## src/rtl/word_tx_pkg.sv

```systemverilog
// word_tx_pkg: shared types and constants for the word TX serializer.
//   state_e    : serializer FSM states (CHK only when WORD_TX_CHECKSUM_EN is defined)
//   N_BYTES    : default bytes per word
//   BYTE_IDX_W : width of the byte index within a word
package word_tx_pkg;

  localparam int N_BYTES    = 4;
  localparam int BYTE_IDX_W = $clog2(N_BYTES);

`ifdef WORD_TX_CHECKSUM_EN
  typedef enum logic [1:0] {IDLE, START, WAIT, CHK} state_e;
`else
  typedef enum logic [1:0] {IDLE, START, WAIT} state_e;
`endif

endpackage

```

## src/rtl/sync_fifo.sv

```systemverilog
// sync_fifo: single-clock FIFO, 2**DEPTH_LOG2 entries of WIDTH bits.
//   clk, rst_n : clock, asynchronous active-low reset
//   push/wdata : write request; refused while full
//   pop/rdata  : read request; rdata shows the head word combinationally
//   flush      : synchronous clear, overrides push and pop
//   count      : occupancy (0..DEPTH), full, empty
module sync_fifo #(
  parameter int WIDTH      = 32,
  parameter int DEPTH_LOG2 = 3
) (
  input  logic                  clk,
  input  logic                  rst_n,
  input  logic                  push,
  input  logic [WIDTH-1:0]      wdata,
  input  logic                  pop,
  input  logic                  flush,
  output logic [WIDTH-1:0]      rdata,
  output logic [DEPTH_LOG2:0]   count,
  output logic                  full,
  output logic                  empty
);

  localparam int DEPTH = 1 << DEPTH_LOG2;

  logic [WIDTH-1:0]      mem [DEPTH];
  logic [DEPTH_LOG2-1:0] wr_ptr, rd_ptr;
  logic                  push_ok, pop_ok;

  // Full/empty come from the pre-edge count, so a push at full is refused
  // even when a pop frees a slot on the same edge.
  assign full    = (count == (DEPTH_LOG2+1)'(DEPTH));
  assign empty   = (count == '0);
  assign push_ok = push && !full;
  assign pop_ok  = pop && !empty;
  assign rdata   = mem[rd_ptr];

  always_ff @(posedge clk or negedge rst_n) begin
    if (!rst_n) begin
      wr_ptr <= '0;
      rd_ptr <= '0;
      count  <= '0;
    end else if (flush) begin
      wr_ptr <= '0;
      rd_ptr <= '0;
      count  <= '0;
    end else begin
      if (push_ok) wr_ptr <= wr_ptr + 1'b1;
      if (pop_ok)  rd_ptr <= rd_ptr + 1'b1;
      case ({push_ok, pop_ok})
        2'b10:   count <= count + 1'b1;
        2'b01:   count <= count - 1'b1;
        default: count <= count;
      endcase
    end
  end

  // Storage needs no reset; pointers guard every read.
  always_ff @(posedge clk) begin
    if (push_ok && !flush) mem[wr_ptr] <= wdata;
  end

endmodule

```

## src/rtl/word_tx_serializer.sv

```systemverilog
// word_tx_serializer: queues 32-bit debug words and streams them LSB byte
// first into tx_uart using a tx_start / tx_done_tick handshake.
//   clock_i, reset_i         : clock, asynchronous active-low reset
//   wr_en_i, data_i          : word push (dropped when full, sets overflow_o)
//   flush_i                  : clear queue, abort current word
//   tx_done_tick_i           : byte-finished pulse from tx_uart
//   full_o, count_o          : queue status (word in flight not counted)
//   overflow_o               : sticky push-while-full flag
//   tx_start_o, tx_data_o    : start pulse and byte to tx_uart
//   busy_o                   : word (or checksum) in progress
// Config: define WORD_TX_CHECKSUM_EN to append an XOR checksum byte per word.
module word_tx_serializer
  import word_tx_pkg::*;
#(
  parameter int NB_DATA         = 32,
  parameter int N_BITS          = 8,
  parameter int N_BYTES         = word_tx_pkg::N_BYTES,
  parameter int FIFO_DEPTH_LOG2 = 3
) (
  input  logic                     clock_i,
  input  logic                     reset_i,
  input  logic                     wr_en_i,
  input  logic [NB_DATA-1:0]       data_i,
  input  logic                     flush_i,
  input  logic                     tx_done_tick_i,
  output logic                     full_o,
  output logic [FIFO_DEPTH_LOG2:0] count_o,
  output logic                     overflow_o,
  output logic                     tx_start_o,
  output logic [N_BITS-1:0]        tx_data_o,
  output logic                     busy_o
);

  localparam int BW = (N_BYTES > 1) ? $clog2(N_BYTES) : 1;
  localparam logic [BW-1:0] LAST_IDX = BW'(N_BYTES - 1);

  state_e              state;
  logic [NB_DATA-1:0]  sh;
  logic [BW-1:0]       byte_idx;
  logic [NB_DATA-1:0]  fifo_rdata;
  logic                fifo_empty;
  logic                pop;

  assign pop = (state == IDLE) && !fifo_empty && !flush_i;

  sync_fifo #(
    .WIDTH      (NB_DATA),
    .DEPTH_LOG2 (FIFO_DEPTH_LOG2)
  ) u_fifo (
    .clk   (clock_i),
    .rst_n (reset_i),
    .push  (wr_en_i),
    .wdata (data_i),
    .pop   (pop),
    .flush (flush_i),
    .rdata (fifo_rdata),
    .count (count_o),
    .full  (full_o),
    .empty (fifo_empty)
  );

  // The byte on the wire is always the low byte of the shift register, so
  // it holds through WAIT and drops to zero the instant reset asserts.
  assign tx_data_o = sh[N_BITS-1:0];
  assign busy_o    = (state != IDLE);

`ifdef WORD_TX_CHECKSUM_EN
  logic [N_BITS-1:0] word_xor, chk;

  always_comb begin
    word_xor = '0;
    for (int i = 0; i < N_BYTES; i++) word_xor ^= fifo_rdata[i*N_BITS +: N_BITS];
  end
`endif

  always_ff @(posedge clock_i or negedge reset_i) begin
    if (!reset_i) begin
      state      <= IDLE;
      sh         <= '0;
      byte_idx   <= '0;
      tx_start_o <= 1'b0;
      overflow_o <= 1'b0;
`ifdef WORD_TX_CHECKSUM_EN
      chk        <= '0;
`endif
    end else if (flush_i) begin
      // A byte already handed to tx_uart still finishes there; its tick
      // lands in IDLE and is ignored.
      state      <= IDLE;
      byte_idx   <= '0;
      tx_start_o <= 1'b0;
      overflow_o <= 1'b0;
    end else begin
      tx_start_o <= 1'b0;
      if (wr_en_i && full_o) overflow_o <= 1'b1;
      case (state)
        IDLE: begin
          if (!fifo_empty) begin
            sh         <= fifo_rdata;
            byte_idx   <= '0;
            tx_start_o <= 1'b1;
            state      <= START;
`ifdef WORD_TX_CHECKSUM_EN
            chk        <= word_xor;
`endif
          end
        end
        START: state <= WAIT;
        WAIT: begin
          if (tx_done_tick_i) begin
            if (byte_idx == LAST_IDX) begin
`ifdef WORD_TX_CHECKSUM_EN
              sh         <= NB_DATA'(chk);
              tx_start_o <= 1'b1;
              state      <= CHK;
`else
              state      <= IDLE;
`endif
            end else begin
              sh         <= sh >> N_BITS;
              byte_idx   <= byte_idx + 1'b1;
              tx_start_o <= 1'b1;
              state      <= START;
            end
          end
        end
`ifdef WORD_TX_CHECKSUM_EN
        // First CHK cycle carries the start pulse; then wait for its tick.
        CHK: if (tx_done_tick_i && !tx_start_o) state <= IDLE;
`endif
        default: state <= IDLE;
      endcase
    end
  end

endmodule

```

## config.mk

```make
export PLATFORM = sky130hd
export DESIGN_NAME = word_tx_serializer
export DESIGN_NICKNAME = d
export VERILOG_FILES = /design/src/rtl/word_tx_pkg.sv /design/src/rtl/sync_fifo.sv /design/src/rtl/word_tx_serializer.sv
export SDC_FILE = /design/constraint.sdc
export NUM_CORES = 1
export LEC_CHECK = 0
export BUFFER_PORTS_ARGS = -buffer_cell sky130_fd_sc_hd__buf_2
export CAP_MARGIN = 20
export CELL_PAD_IN_SITES_DETAIL_PLACEMENT = 1
export CELL_PAD_IN_SITES_GLOBAL_PLACEMENT = 1
export CORE_ASPECT_RATIO = 0.75
export CORE_MARGIN = 5
export CORE_UTILIZATION = 45
export DETAILED_ROUTE_END_ITERATION = 12
export GPL_ROUTABILITY_DRIVEN = 0
export PLACE_DENSITY_LB_ADDON = 0.1
export SYNTH_ARGS = -nofsm -noshare
export SYNTH_HDL_FRONTEND = slang
export SYNTH_SLANG_ARGS = --single-unit
```

## constraint.sdc

```tcl
create_clock -name clock_i -period 8.33 [get_ports clock_i]
set_input_delay 0 -clock clock_i [delete_from_list [all_inputs] [get_ports clock_i]]
set_output_delay 0 -clock clock_i [all_outputs]
set_load 0.02 [all_outputs]
```

==> results.json, run 1 <==
{
  "antenna_cells": 0,
  "fin_crit_ns": 3.37,
  "fmax_mhz": 297,
  "relSlewSlack_pct": 33.2,
  "die_h_um": 151,
  "fin_skew_ns": 0.00754,
  "post_drt_via_cell_ratio": 5.58,
  "fin_util_pct": 53.3,
  "clock_sinks": 304,
  "cp_data_required_time_ns": 8.76,
  "grt_max_degree": 49,
  "yosysTopAreaCellShare_pct": 64.2,
  "clkTransAtPathRegs_ns": 0.06,
  "cts-root-buf": "clkbuf_16",
  "worstSetupPathType": "reg2reg",
  "fin_crit_sh_pct": 40.4,
  "synthesis.area_sq_mm": 0.0120,
  "cap_violations": 0,
  "crit_path_end_kind": "register",
  "final_cell_area_sq_mm": 0.0139,
  "finalMaxSlewViolations": 0,
  "cts_buffers": 30,
  "min_path_type": "in2async",
  "start_kind": "register",
  "dieArea_sq_mm": 0.0300,
  "grt_pass1_vias": 6538,
  "floorplan.initialDensity_pct": 45.9,
  "ys_types": 45,
  "synth_seq_area_share_pct": 74.2,
  "ir_drop_mv": 0.178,
  "synth.largest_area_cell": "edfxtp_1",
  "port_buffers": 52,
  "wirelength_mm": 26.0,
  "ios": 53,
  "final_antenna_net_count": 0,
  "drc": 0,
  "fin_hold_ws_ns": 0.104,
  "synth-warning-count": 0,
  "wl_per_cell_um": 24.3,
  "synth_async_sr_flop_share_pct": 15.8,
  "power_density_mw_per_mm2": 300,
  "ys_seq_elements": 304,
  "path_max_fanout": 24,
  "tns_ns": 0,
  "total_power_uw": 4170,
  "status": "finished clean",
  "hold_violations": 0,
  "synthTopCellsByCount": "256 x edfxtp_1, 64 x mux4_2, 48 x dfrtp_1",
  "cts_tree": "yes",
  "avgSynthCellArea_sq_um": 19.8,
  "rows": 51,
  "synth_flop_cell": "edfxtp_1",
  "syn_inst": 605,
  "worst_pin_slew_ns": 1.00,
  "grt_overflow": 0,
  "vias": 5965,
  "critPathArrivalTime_ns": 3.79,
  "grtUsageTotal_pct": 18.0,
  "synthTopCellsByArea": "edfxtp_1 64%, mux4_2 12%, dfrtp_1 10%",
  "final_nets": 744,
  "die_x_um": 198,
  "post-dp-hpwl_mm": 15.2,
  "drive_gt1_share_pct": 26.8,
  "h-tree-depth": 1,
  "seq_area_sq_mm": 0.00889,
  "rsz0062_at_grt": "false",
  "coreArea_sq_mm": 0.0261,
  "drtIter0Drc": 385,
  "ctsResizeCount": 0,
  "multi_input_area_sq_mm": 0.00289,
  "nFillCells": 2318,
  "postPlaceCellArea_sq_mm": 0.0126,
  "synth.most_common_cell": "edfxtp_1",
  "clk-insertion-delay-late_ns": 0.54,
  "synth_nets": 647,
  "antenna_found_initial": 0,
  "first_pass_iters": 5,
  "finalSetupViolations": 0,
  "areaGrowthSynthToFinish_pct": 16.3,
  "grt_pass1_wl_mm": 40.5,
  "p_leak_uw": 0.00463,
  "synth_edf_count": 256,
  "cts.path.max_buffers": 3
}
## flip-flops by register name (all words and copies together) (netlist names), 2 cells and up
| name | cells |
|---|---|
| u_fifo.rd_ptr | 3 |
| u_fifo.count | 4 |
| state | 2 |
| u_fifo.wr_ptr | 3 |
| u_fifo.mem | 256 |
| sh | 32 |
| byte_idx | 2 |
## metal layers
| layer | vias to the layer above | GRT usage [%] | wire length, um |
|---|---|---|---|
| met1 | 3162 | 26.0 | 11300 |
| li1 | 2650 | - | - |
| met5 | - | 0 | 0 |
| met3 | 33 | 3.05 | 1570 |
| met2 | 120 | 29.3 | 12700 |
| met4 | 0 | 3.51 | 368 |
## logic make-up (layout without fill, tap and decap cells)
| logic type | Yosys count | in the layout | share of synthesized area [%] |
|---|---|---|---|
| adders and majority gates | 5 | 5 | 0.523 |
| muxes | 109 | 109 | 16.2 |
| xor gates and xnor gates | 6 | 6 | 0.439 |
| buffers and inverters | 47 | 167 | 2.10 |
| AOI/OAI and AO/OA | 65 | 65 | 3.84 |
| DFF | 304 | 304 | 74.2 |
| and+or+nand+nor | 69 | 69 | 2.65 |
## stage by stage
stage	worst slack, ns	cells
detailed placement	5.04	975
finish	4.96	1069
CTS	5.00	1068
global placement	5.10	975
floorplan	4.35	605
global route	4.86	1069
## cell usage in the layout (no fill, tap or decap), drive strengths merged, types with 7 or more instances in the layout
cell           n
o21ai         16
o2bb2ai        8
clkinv        14
mux2          11
clkbuf        39
nor2          30
nand2         17
o221ai        15
buf           67
edfxtp       256
dfrtp         48
inv            7
a21oi         14
dlygate4sd3   38
mux2i         34
mux4          64
## worst max-delay path: stages (launching register included)
cell     delay, ns
dfrtp_1       0.48
or4_1         0.74
nand2_1       0.71
nor2_1        0.17
ha_1          0.38
o21a_1        0.13
o32ai_1       0.27
mux2_2        0.37
## area by class of cell
type                    count  share of cell area [%]
flip-flops and latches    304                    63.9
well taps                 344                    3.09
inverters                   7                   0.225
repair buffers            105                    5.41
clock inverters            16                   0.836
clock buffers              39                    5.79
multi-input cells         254                    20.7
## report_power, final
| part | internal, uW | total [uW] | leakage, uW | switching (uW) |
|---|---|---|---|---|
| logic | 444 | 979 | 0.00127 | 535 |
| clock network | 736 | 1270 | 0.000449 | 533 |
| registers | 1800 | 1920 | 0.00291 | 125 |
| total | 2980 | 4170 | 0.00463 | 1190 |
## timing repair
action	in CTS	in global routing
buffers inserted	0	0
hold buffers	38	0
hold endpoints to repair	317	0
## path summary, 6_finish.rpt
check,start,end,slack [ns],cells past startpoint
worst max-delay path,u_fifo.count[1]$_DFFE_PN0P_,u_fifo.count[3]$_DFFE_PN0P_,4.96,7
worst min-delay path,reset_i,u_fifo.wr_ptr[1]$_DFFE_PN0P_,0.10,3
worst max register to register,u_fifo.count[1]$_DFFE_PN0P_,u_fifo.count[3]$_DFFE_PN0P_,4.96,7
worst min register to register,sh[24]$_DFFE_PN0P_,sh[24]$_DFFE_PN0P_,0.49,1
max in group asynchronous,reset_i,u_fifo.rd_ptr[0]$_DFFE_PN0P_,7.72,3
min in group clock_i,data_i[21],u_fifo.mem[7][21]$_DFFE_PP_,0.26,2
Note: power is estimated with default switching activity, not from simulation.
==> run 2: changes to the inputs <==
--- a/config.mk
+++ b/config.mk
@@ -5,6 +5,7 @@
 export SDC_FILE = /design/constraint.sdc
 export NUM_CORES = 1
 export LEC_CHECK = 0
+export ABC_AREA = 1
 export BUFFER_PORTS_ARGS = -buffer_cell sky130_fd_sc_hd__buf_2
 export CAP_MARGIN = 20
 export CELL_PAD_IN_SITES_DETAIL_PLACEMENT = 1
==> constraint.sdc (replaced) <==
create_clock -name clock_i -period 2.7 [get_ports clock_i]
set_input_delay 0 -clock clock_i [delete_from_list [all_inputs] [get_ports clock_i]]
set_output_delay 0 -clock clock_i [all_outputs]
set_load 0.02 [all_outputs]
==> run 2 against run 1 <==
Total power grew to 3.2 times the previous value. Final area up 1.7%. Combinational power increased to 3.5 times the previous value. Area after synthesis rose by 0.54%. Clock-buffer cell count down 1. Clock skew increased by 0.0041 ns. Critical path depth stayed put.
==> results.json, run 2 <==
{
  "layout_common_cells": "256 x edfxtp_1, 167 x nor2_1, 138 x o21ai_0",
  "rows": 51,
  "power_density_mw_per_mm2": 945,
  "synth_async_sr_flop_share_pct": 15.8,
  "synth_flop_cell": "edfxtp_1",
  "post_drt_via_cell_ratio": 5.64,
  "r2r_start": "u_fifo.count[0]$_DFFE_PN0P_",
  "cap_violations": 0,
  "ios": 53,
  "h-tree-depth": 1,
  "first_pass_iters": 4,
  "clkTransAtPathRegs_ns": 0.06,
  "cts_buffers": 30,
  "relSlewSlack_pct": 37.5,
  "grt_pass1_vias": 8294,
  "grt_pass1_wl_mm": 49.2,
  "fmax_mhz": 474,
  "yosysTopAreaCellShare_pct": 63.9,
  "p_leak_uw": 0.00507,
  "port_buffers": 52,
  "worst_pin_slew_ns": 0.938,
  "antenna_found_initial": 0,
  "switchingPower_uw": 4340,
  "synth.largest_area_cell": "edfxtp_1",
  "syn_inst": 956,
  "grtUsageTotal_pct": 21.3,
  "ir_drop_mv": 0.631,
  "start_kind": "register",
  "areaGrowthSynthToFinish_pct": 17.6,
  "power.share.clock_pct": 31.2,
  "coreArea_sq_mm": 0.0262,
  "clock_sinks": 304,
  "floorplan.initialDensity_pct": 46.0,
  "wl_per_cell_um": 22.5,
  "avgSynthCellArea_sq_um": 12.6,
  "synth_nets": 998,
  "fin_crit_sh_pct": 78.2,
  "p_int_uw": 9040,
  "netSwitchingFraction_pct": 32.4,
  "fin_skew_ns": 0.0117,
  "synthTopCellsByCount": "256 x edfxtp_1, 175 x nor2_1, 138 x o21ai_0",
  "drc": 0,
  "synthesis.area_sq_mm": 0.0120,
  "cts_setup_buffers": 0,
  "post-dp-hpwl_mm": 17.4,
  "finalSetupViolations": 0,
  "synth.most_common_cell": "edfxtp_1",
  "hold_violations": 0,
  "min_path_type": "in2async",
  "status": "finished clean",
  "wirelength_mm": 31.7,
  "die_x_um": 199,
  "path_max_fanout": 18,
  "cts.path.max_buffers": 3,
  "rsz0062_at_grt": "false",
  "ys_seq_elements": 304,
  "die_h_um": 152,
  "r2r_setup_slack_ns": 0.59,
  "synthTopCellsByArea": "edfxtp_1 64%, dfrtp_1 10%, o21ai_0 5.7%",
  "dp_slack_ns": 0.606,
  "drtIter0Drc": 696,
  "largest_reg_flops": 256,
  "fin_crit_ns": 2.11,
  "largest_registers": "u_fifo.mem (256), sh (32), u_fifo.count (4)",
  "pwr-share-seq_pct": 43.0,
  "synth_seq_area_share_pct": 73.8,
  "synth-warning-count": 0,
  "cp_data_required_time_ns": 2.92,
  "final_common_cell": "edfxtp_1",
  "ys_types": 25,
  "holdBufCountCts": 38,
  "crit_path_end_kind": "register",
  "dieArea_sq_mm": 0.0302,
  "clk-insertion-delay-late_ns": 0.55,
  "synth_edf_count": 256,
  "setup_slack_ns": 0.589,
  "tns_ns": 0,
  "cts-root-buf": "clkbuf_16",
  "final_nets": 1080,
  "vias": 7924,
  "r2r_end": "u_fifo.mem[0][26]$_DFFE_PP_",
  "ctsResizeCount": 0,
  "grt_max_degree": 71,
  "regMostFlops": "u_fifo.mem",
  "final_antenna_net_count": 0,
  "combPwrFrac_pct": 25.9,
  "drive_gt1_share_pct": 13.5,
  "cts_tree": "yes",
  "critPathArrivalTime_ns": 2.33,
  "total_power_uw": 13400,
  "grt_overflow": 0,
  "antenna_cells": 0,
  "r2r_cells": 7,
  "worstSetupPathType": "reg2reg",
  "finalMaxSlewViolations": 0
}
## run 2: changes by cell type after synthesis, sizes merged, moves of 8 or more
cell and change:
nand2 +76, o221ai +8, inv +22, o22ai +26, a21oi +9, o21ai +122
o2bb2ai -8, nand3 +39, mux2 -11, clkbuf +23, nor2 +147, mux2i -34
mux4 -64, o211ai +17
## run 2: kinds of logic after synthesis
kind of cell | after synthesis | share of synthesized area, %
simple gates | 313 | 10.4
flops | 304 | 73.8
compound gates | 238 | 11.6
buf+inv | 95 | 3.53
fa+ha+maj | 5 | 0.520
xor+xnor | 1 | 0.0728
## run 2: critical path, cell delays in order, from the launching register on
cell and delay (ns):
dfrtp_1 0.43, nor2_1 0.08, nand3_1 0.13, nand2_1 0.15, nor2_1 0.21, nand2_1 0.29
nor2_4 0.17, buf_4 0.32
## run 2: through the flow
| stage | hold slack (ns) | utilization (%) | instance area (sq um) | std cells |
|---|---|---|---|---|
| final | 0.140 | 54.1 | 14200 | 1406 |
| after global routing | 0.209 | 54.1 | 14200 | 1406 |
| after CTS | 0.161 | 54.1 | 14200 | 1406 |
| after detailed placement | 0.208 | 48.9 | 12800 | 1312 |
| after global placement | 0.188 | 48.9 | 12800 | 1312 |
| after floorplan | -0.296 | - | 12000 | 956 |
## run 2: metal layers
metal	track usage [%]	routed length, um	vias up
li1	-	-	3633
met5	0	0	-
met2	35.1	15000	175
met1	31.0	14700	4076
met4	3.83	471	0
met3	3.03	1450	40
## run 2: power groups by stage
stage	Combinational (uW)	Clock (uW)	Sequential, uW
2_1_floorplan	2360	0	5780
3_3_place_gp	3370	0	5830
3_5_place_dp	3440	0	5840
4_1_cts	3520	4260	5750
5_1_grt	3870	4480	5780
6_report	3460	4170	5750
## run 2: worst max path at each step
stage	start	end	slack (ns)	cells after the start
floorplan	u_fifo.count[0]$_DFFE_PN0P_	u_fifo.mem[0][0]$_DFFE_PP_	-0.17	6
global placement	u_fifo.rd_ptr[1]$_DFFE_PN0P_	sh[20]$_DFFE_PN0P_	0.66	6
detailed placement	u_fifo.count[0]$_DFFE_PN0P_	u_fifo.mem[0][2]$_DFFE_PP_	0.61	7
CTS	u_fifo.count[0]$_DFFE_PN0P_	u_fifo.mem[0][31]$_DFFE_PP_	0.61	7
global route	u_fifo.count[0]$_DFFE_PN0P_	u_fifo.mem[0][31]$_DFFE_PP_	0.45	7
finish	u_fifo.count[0]$_DFFE_PN0P_	u_fifo.mem[0][26]$_DFFE_PP_	0.59	7
## run 2: cell type report
type                    instances  area (sq um)
fillers                      2634         12000
clock inverters                18           159
flip-flops and latches        304          8890
multi-input cells             557          2780
clock buffers                  38           822
repair buffers                115           953
inverters                      30           114
well taps                     344           430
